<file path="src/rtl/pwm_from_count.sv">
// PWM generator from a free-running count; duty via valid/ready, applied only at period wrap.
// Latency: cnt -> pwm_out / period_start is 1 cycle. Backpressure: one pending duty slot, duty_ready low while full.
// Optional PWM_PERIOD_COUNT_EN adds a saturating period_cnt output.
module pwm_from_count #(
    parameter int WIDTH = 24,
    parameter int RES   = 8,
    parameter int SHIFT = 0
) (
    input  logic             clk,
    input  logic             reset,
    input  logic [WIDTH-1:0] cnt,
    input  logic             en,
    input  logic [RES:0]     duty,
    input  logic             duty_valid,
    output logic             duty_ready,
    output logic             pwm_out,
    output logic             period_start,
    output logic             active
`ifdef PWM_PERIOD_COUNT_EN
    ,
    output logic [15:0]      period_cnt
`endif
);

    typedef enum logic [1:0] {IDLE, ARM, RUN, DRAIN} state_t;

    localparam logic [RES:0] DUTY_MAX = {1'b1, {RES{1'b0}}};

    state_t         state;
    logic [RES-1:0] phase;
    logic [RES-1:0] phase_q;
    logic [RES:0]   duty_cur;
    logic [RES:0]   duty_pend;
    logic [RES:0]   duty_sat;
    logic [RES:0]   eff_duty;
    logic           pend_full;
    logic           wrap;
    logic           xfer;
    logic           apply;
    logic           hit;

    assign phase      = cnt[SHIFT+RES-1:SHIFT];
    assign wrap       = (phase < phase_q);
    assign duty_ready = ~pend_full;
    assign xfer       = duty_valid & ~pend_full;
    assign duty_sat   = (duty > DUTY_MAX) ? DUTY_MAX : duty;
    assign apply      = wrap & (state != IDLE);
    // On the wrap cycle duty_cur is still the old value, so compare against the one being loaded.
    assign eff_duty   = wrap ? duty_pend : duty_cur;
    assign hit        = ({1'b0, phase} < eff_duty);

    always_ff @(posedge clk) begin
        if (reset) begin
            state        <= IDLE;
            phase_q      <= '0;
            duty_cur     <= '0;
            duty_pend    <= '0;
            pend_full    <= 1'b0;
            pwm_out      <= 1'b0;
            period_start <= 1'b0;
            active       <= 1'b0;
        end else begin
            phase_q      <= phase;
            period_start <= wrap;

            if (apply) begin
                duty_cur <= duty_pend;
            end
            // A transfer landing on the wrap cycle is held for the following wrap.
            if (xfer) begin
                duty_pend <= duty_sat;
                pend_full <= 1'b1;
            end else if (apply) begin
                pend_full <= 1'b0;
            end

            pwm_out <= 1'b0;
            active  <= 1'b0;
            case (state)
                IDLE: begin
                    if (en) begin
                        state <= ARM;
                    end
                end
                ARM: begin
                    if (!en) begin
                        state <= IDLE;
                    end else if (wrap) begin
                        state   <= RUN;
                        active  <= 1'b1;
                        pwm_out <= hit;
                    end
                end
                RUN: begin
                    pwm_out <= hit;
                    active  <= 1'b1;
                    if (!en) begin
                        state <= DRAIN;
                    end
                end
                DRAIN: begin
                    pwm_out <= hit;
                    if (en) begin
                        state  <= RUN;
                        active <= 1'b1;
                    end else if (wrap) begin
                        state <= IDLE;
                    end else begin
                        active <= 1'b1;
                    end
                end
                default: begin
                    state <= IDLE;
                end
            endcase
        end
    end

`ifdef PWM_PERIOD_COUNT_EN
    always_ff @(posedge clk) begin
        if (reset) begin
            period_cnt <= '0;
        end else if (state == IDLE && en) begin
            period_cnt <= '0;
        end else if (wrap && active && period_cnt != 16'hFFFF) begin
            period_cnt <= period_cnt + 16'd1;
        end
    end
`endif

endmodule

</file>
<file path="config.mk">
export PLATFORM = sky130hd
export DESIGN_NAME = pwm_from_count
export DESIGN_NICKNAME = d
export VERILOG_FILES = /design/src/rtl/pwm_from_count.sv
export SDC_FILE = /design/constraint.sdc
export NUM_CORES = 1
export LEC_CHECK = 0
export BUFFER_PORTS_ARGS = -buffer_cell sky130_fd_sc_hd__buf_2
export CELL_PAD_IN_SITES_DETAIL_PLACEMENT = 0
export CELL_PAD_IN_SITES_GLOBAL_PLACEMENT = 1
export CORE_MARGIN = 2
export CORE_UTILIZATION = 41
export DETAILED_ROUTE_END_ITERATION = 8
export MAX_ROUTING_LAYER = met4
export PLACE_DENSITY = 0.84
export SLEW_MARGIN = 0
export SYNTH_ARGS = -nofsm -noshare
export SYNTH_HDL_FRONTEND = slang
export SYNTH_SLANG_ARGS = --single-unit
</file>
<file path="constraint.sdc">
create_clock -name clk -period 4.4 [get_ports clk]
set_clock_uncertainty 0.1 [all_clocks]
set_input_delay 0.44 -clock clk [delete_from_list [all_inputs] [get_ports clk]]
set_output_delay 0.44 -clock clk [all_outputs]
set_load 0.02 [all_outputs]
</file>
**Word level (Yosys, flattened, before mapping)**

Cells that the tools add are included.

- Register bits: 32
- Input bits: 37
- Logic and storage cells: 45

- Muxes and demuxes: 19
- Reductions and logical operators: 5
- Bitwise operators: 3
- Magnitude comparators: 3
- Equal/unequal tests: 7

Operators with widths:

| operator | number |
|---|---|
| $mux 9 | 2 |
| $mux 2 | 6 |
| $gt 9x9->1 const B | 1 |
| $lt 8x9->1 | 1 |
| $lt 8x8->1 | 1 |
| $mux 1 | 8 |
| $pmux 2 s4 | 1 |
| $ne 3x3->1 const B | 2 |
| $eq 2x2->1 const B | 2 |
| $ne 2x2->1 const B | 2 |
| $reduce_and 4->1 | 1 |
| $reduce_bool 2->1 | 2 |
| $pmux 1 s3 | 1 |
| $and 1x1->1 | 2 |
| $eq 2x1->1 const B | 1 |
| $logic_not 2->1 | 1 |
| $pmux 1 s2 | 1 |
| $reduce_or 2->1 | 1 |
| $not 1->1 | 1 |

**Logic depth before layout (Yosys ltp)**

- Depth after elaboration: 6
- Mapped depth: 14

**Worst setup path after synthesis**

OpenSTA, ideal clock, no wires.

- Kind: input-to-reg
- Start: input port cnt[1]
- End: register pwm_out
- Stages: 12
- Path buffers: 1
- Library setup time: 60 ps
- Path slack: 1516 ps
- Data arrival time: 2724 ps
- Path through: ha_1 a2111o_1 a21oi_2 buf_6 mux2i_1 ha_1 a21o_1 a21oi_1 nor2b_1 a2111oi_0 o211ai_1 nand2_1

- Word-level cells in the longest chain between the ends: 6

Ends and longest elaborated chain:

| item | line | text |
|---|---|---|
| start: declaration | 11 | `input logic [WIDTH-1:0] cnt,` |
| $lt 8x8->1 | 43 | `assign wrap = (phase < phase_q);` |
| $mux 9 | 49 | `assign eff_duty = wrap ? duty_pend : duty_cur;` |
| $lt 8x9->1 | 50 | `assign hit = ({1'b0, phase} < eff_duty);` |
| $mux 1 | 88 | `end else if (wrap) begin` |
| $mux 1 | 86 | `if (!en) begin` |
| $pmux 1 s2 (*) | 79 | `case (state)` |
| end signal: assignment | 91 | `pwm_out <= hit;` |
| end signal: assignment | 95 | `pwm_out <= hit;` |
| end signal: assignment | 102 | `pwm_out <= hit;` |
| end: declaration | 16 | `output logic pwm_out,` |

Mark *: on every way between the ends. The rest lies on a longest branch, timed or not.
A chain may end at the register's enable or synchronous reset.

**Worst setup path in the final report**

- Start: register phase_q[1]
- End: register pwm_out

- Word-level cells in the longest chain between the ends: 6

Ends and longest elaborated chain:

| item | line | text |
|---|---|---|
| start: declaration | 31 | `logic [RES-1:0] phase_q;` |
| start signal: assignment | 63 | `phase_q <= phase;` |
| $lt 8x8->1 (*) | 43 |  |
| $mux 9 | 49 |  |
| $lt 8x9->1 | 50 |  |
| $mux 1 | 88 |  |
| $mux 1 | 86 |  |
| $pmux 1 s2 (*) | 79 |  |

Marked as above.

==> out/summary.txt <==
GP Congestion = 0.746
Post-layout util = 49.3%
Syn_nets = 216
Final total power = 0.635 mW
Max VDD drop = 0.210 mV
Die Area = 4290 um2
FILL cells = 384
Core ar. = 3630 um2
Final Max Tran Viols = 0
Fin crit share = 73.9%
Inst Count DP = 231
Syn Area/Cell = 9.39 um2
Placed cell areas = 1700 um2
Crit Path Max Fanout = 7
RSZ-0062 raised after global routing = false
Initial Util = 42.6%
Total congestion overflow = 0
Fmax = 308 MHz
Leading area contributor after synthesis = dfxtp_1
ANT cells = 0
Pre-CTS setup slack = 0.888 ns
Final setup viols = 0
Post-route setup slack = 1.15 ns
Initial antenna violation count = 0
Vias in the first global route = 1199
Die height = 65.5 um
Final Hold Vio Count = 0
DRT Wirelength = 3030 um
Post-CTS Hold Buffers = 0
Clk sinks = 32
Main synth FF type = dfxtp_1
DRC violations left = 0
Crit path required time = 4.52 ns
Crit end category = flop
# Max-Cap Violations = 0
Netlist cell types = 30
Wire length of the first global-routing pass = 5220 um
CTS H-tree depth = 2
Final Instance Area = 1790 um2
CTS root buf = clkbuf_8
Post-synth top area share = 41.4%
Power Density = 354 nW/um2
Via density = 5.07
# port buffers = 24
Slew @ Worst Pin = 1.04 ns
Die W = 65.5 um
Clk_lat worst skew = 0.28 ns
Worst hold margin = 0.315 ns
Worst Setup Start Kind = flop
Layout cells sized above 1 = 17.4%
Status = complete, no violations
CTS Buf Count = 5
WP data arrival = 3.37 ns
Slew headroom = 30.2%
Most frequent cells in the layout = 32 x dfxtp_1, 24 x buf_2, 20 x nor2_1
Largest net degree at the start of global routing = 35
Ys async rst share = 0%
Initial drt markers = 44
Row count = 22
Tightest Hold Check Type = input port to flop
Clock buffer depth = 2
Fin cells = 238
Synthesis Warnings = 0
Final Critical Period = 3.25 ns
Critical path type = flop to flop
P&R area growth vs syn = 15.7%
Routed Antenna Nets = 0
Wirelength per Cell = 12.7 um
Post-CTS resize count = 0
Placed wire-length estimate = 2310 um
Worst-path clk slew = 0.06 ns
Post-synth EDFFs = 0
TritonRoute pass-1 iters = 3
Boundary Pins = 41
Vias = 1206
Sequential area share after synthesis = 41.4%
Post-CTS Setup Bufs = 0
Mapped cell area = 1550 um2
Sum Neg Setup Slack = 0 ns
Commonest non-fill, non-tap cell in the layout = dfxtp_1
LEAKAGE = 0.822 nW
Nets = 241
CTS tree = done
Cell count after synthesis = 165
Total GRT Usage = 16.5%
Flops & latches, synth = 32
Largest cells by area after synthesis = dfxtp_1 41%, mux2i_1 12%, ha_1 11%
==> logic make-up after synthesis <==
kind of cell | share of synthesized area, %
AO/OA/AOI/OAI | 11.1
XOR/XNOR | 0.566
adder cells (fa/ha/maj) | 11.3
buffers and inverters | 5.33
flip-flops | 41.4
multiplexers | 12.3
AND/OR/NAND/NOR | 18.1
==> sequential cells by signal, summed over array words and instances (netlist names), named ones only <==
register	count
duty_cur	9
duty_pend	9
phase_q	8
pwm_out	1
period_start	1
active	1
state	1
pend_full	1
==> layout make-up <==
cell class                 count  area [um2]  share of cell area [%]
clock buffer                   7        96.3                    5.38
tap                           48        60.1                    3.35
inverter                      11        41.3                    2.30
sequential                    32         641                    35.8
multi-input combinational    115         826                    46.1
timing repair buffer          25         128                    7.12
==> critical path: stages, from the launching register on <==
cell and delay (ns):
dfxtp_1 0.31, inv_1 0.04, ha_1 0.27, a2111o_1 0.39, a21oi_2 0.43, mux2i_1 0.30
ha_1 0.28, a21o_1 0.16, a21oi_1 0.16, nor2b_1 0.06, a2111oi_0 0.44, o211ai_1 0.15
nand2_1 0.09
==> report_power, final <==
| group | internal [mW] | switching, mW | total, mW |
|---|---|---|---|
| sequential | 0.302 | 0.00686 | 0.309 |
| combinational | 0.0398 | 0.0502 | 0.0900 |
| clock | 0.139 | 0.0974 | 0.236 |
==> cell usage after synthesis (2+ instances only) <==
| cell type | n |
|---|---|
| clkbuf_1 | 5 |
| a21oi_1 | 14 |
| nor2b_1 | 10 |
| o21ai_0 | 3 |
| buf_6 | 2 |
| o21ai_1 | 2 |
| nor3b_1 | 9 |
| mux2i_1 | 19 |
| inv_1 | 11 |
| nand2_1 | 7 |
| nor2_1 | 20 |
| ha_1 | 14 |
| dfxtp_1 | 32 |
==> final timing paths <==
check / start / to / slack, ns / depth (start not counted)
max reg2reg: phase_q[1]$_SDFF_PP0_ / pwm_out$_SDFF_PP0_ / 1.15 / 12
min reg2reg: pend_full$_SDFFE_PP0P_ / pend_full$_SDFFE_PP0P_ / 0.36 / 2
min: cnt[5] / phase_q[5]$_SDFF_PP0_ / 0.31 / 2
max: phase_q[1]$_SDFF_PP0_ / pwm_out$_SDFF_PP0_ / 1.15 / 12
==> per-layer routing <==
layer	vias up	wire (um)	global-route usage, %
met1	558	1420	19.1
met5	-	0	-
met2	27	1440	26.3
li1	619	-	-
met3	2	160	6.51
met4	0	19	5.47
No activity file was read; power rests on OpenSTA's default activity.
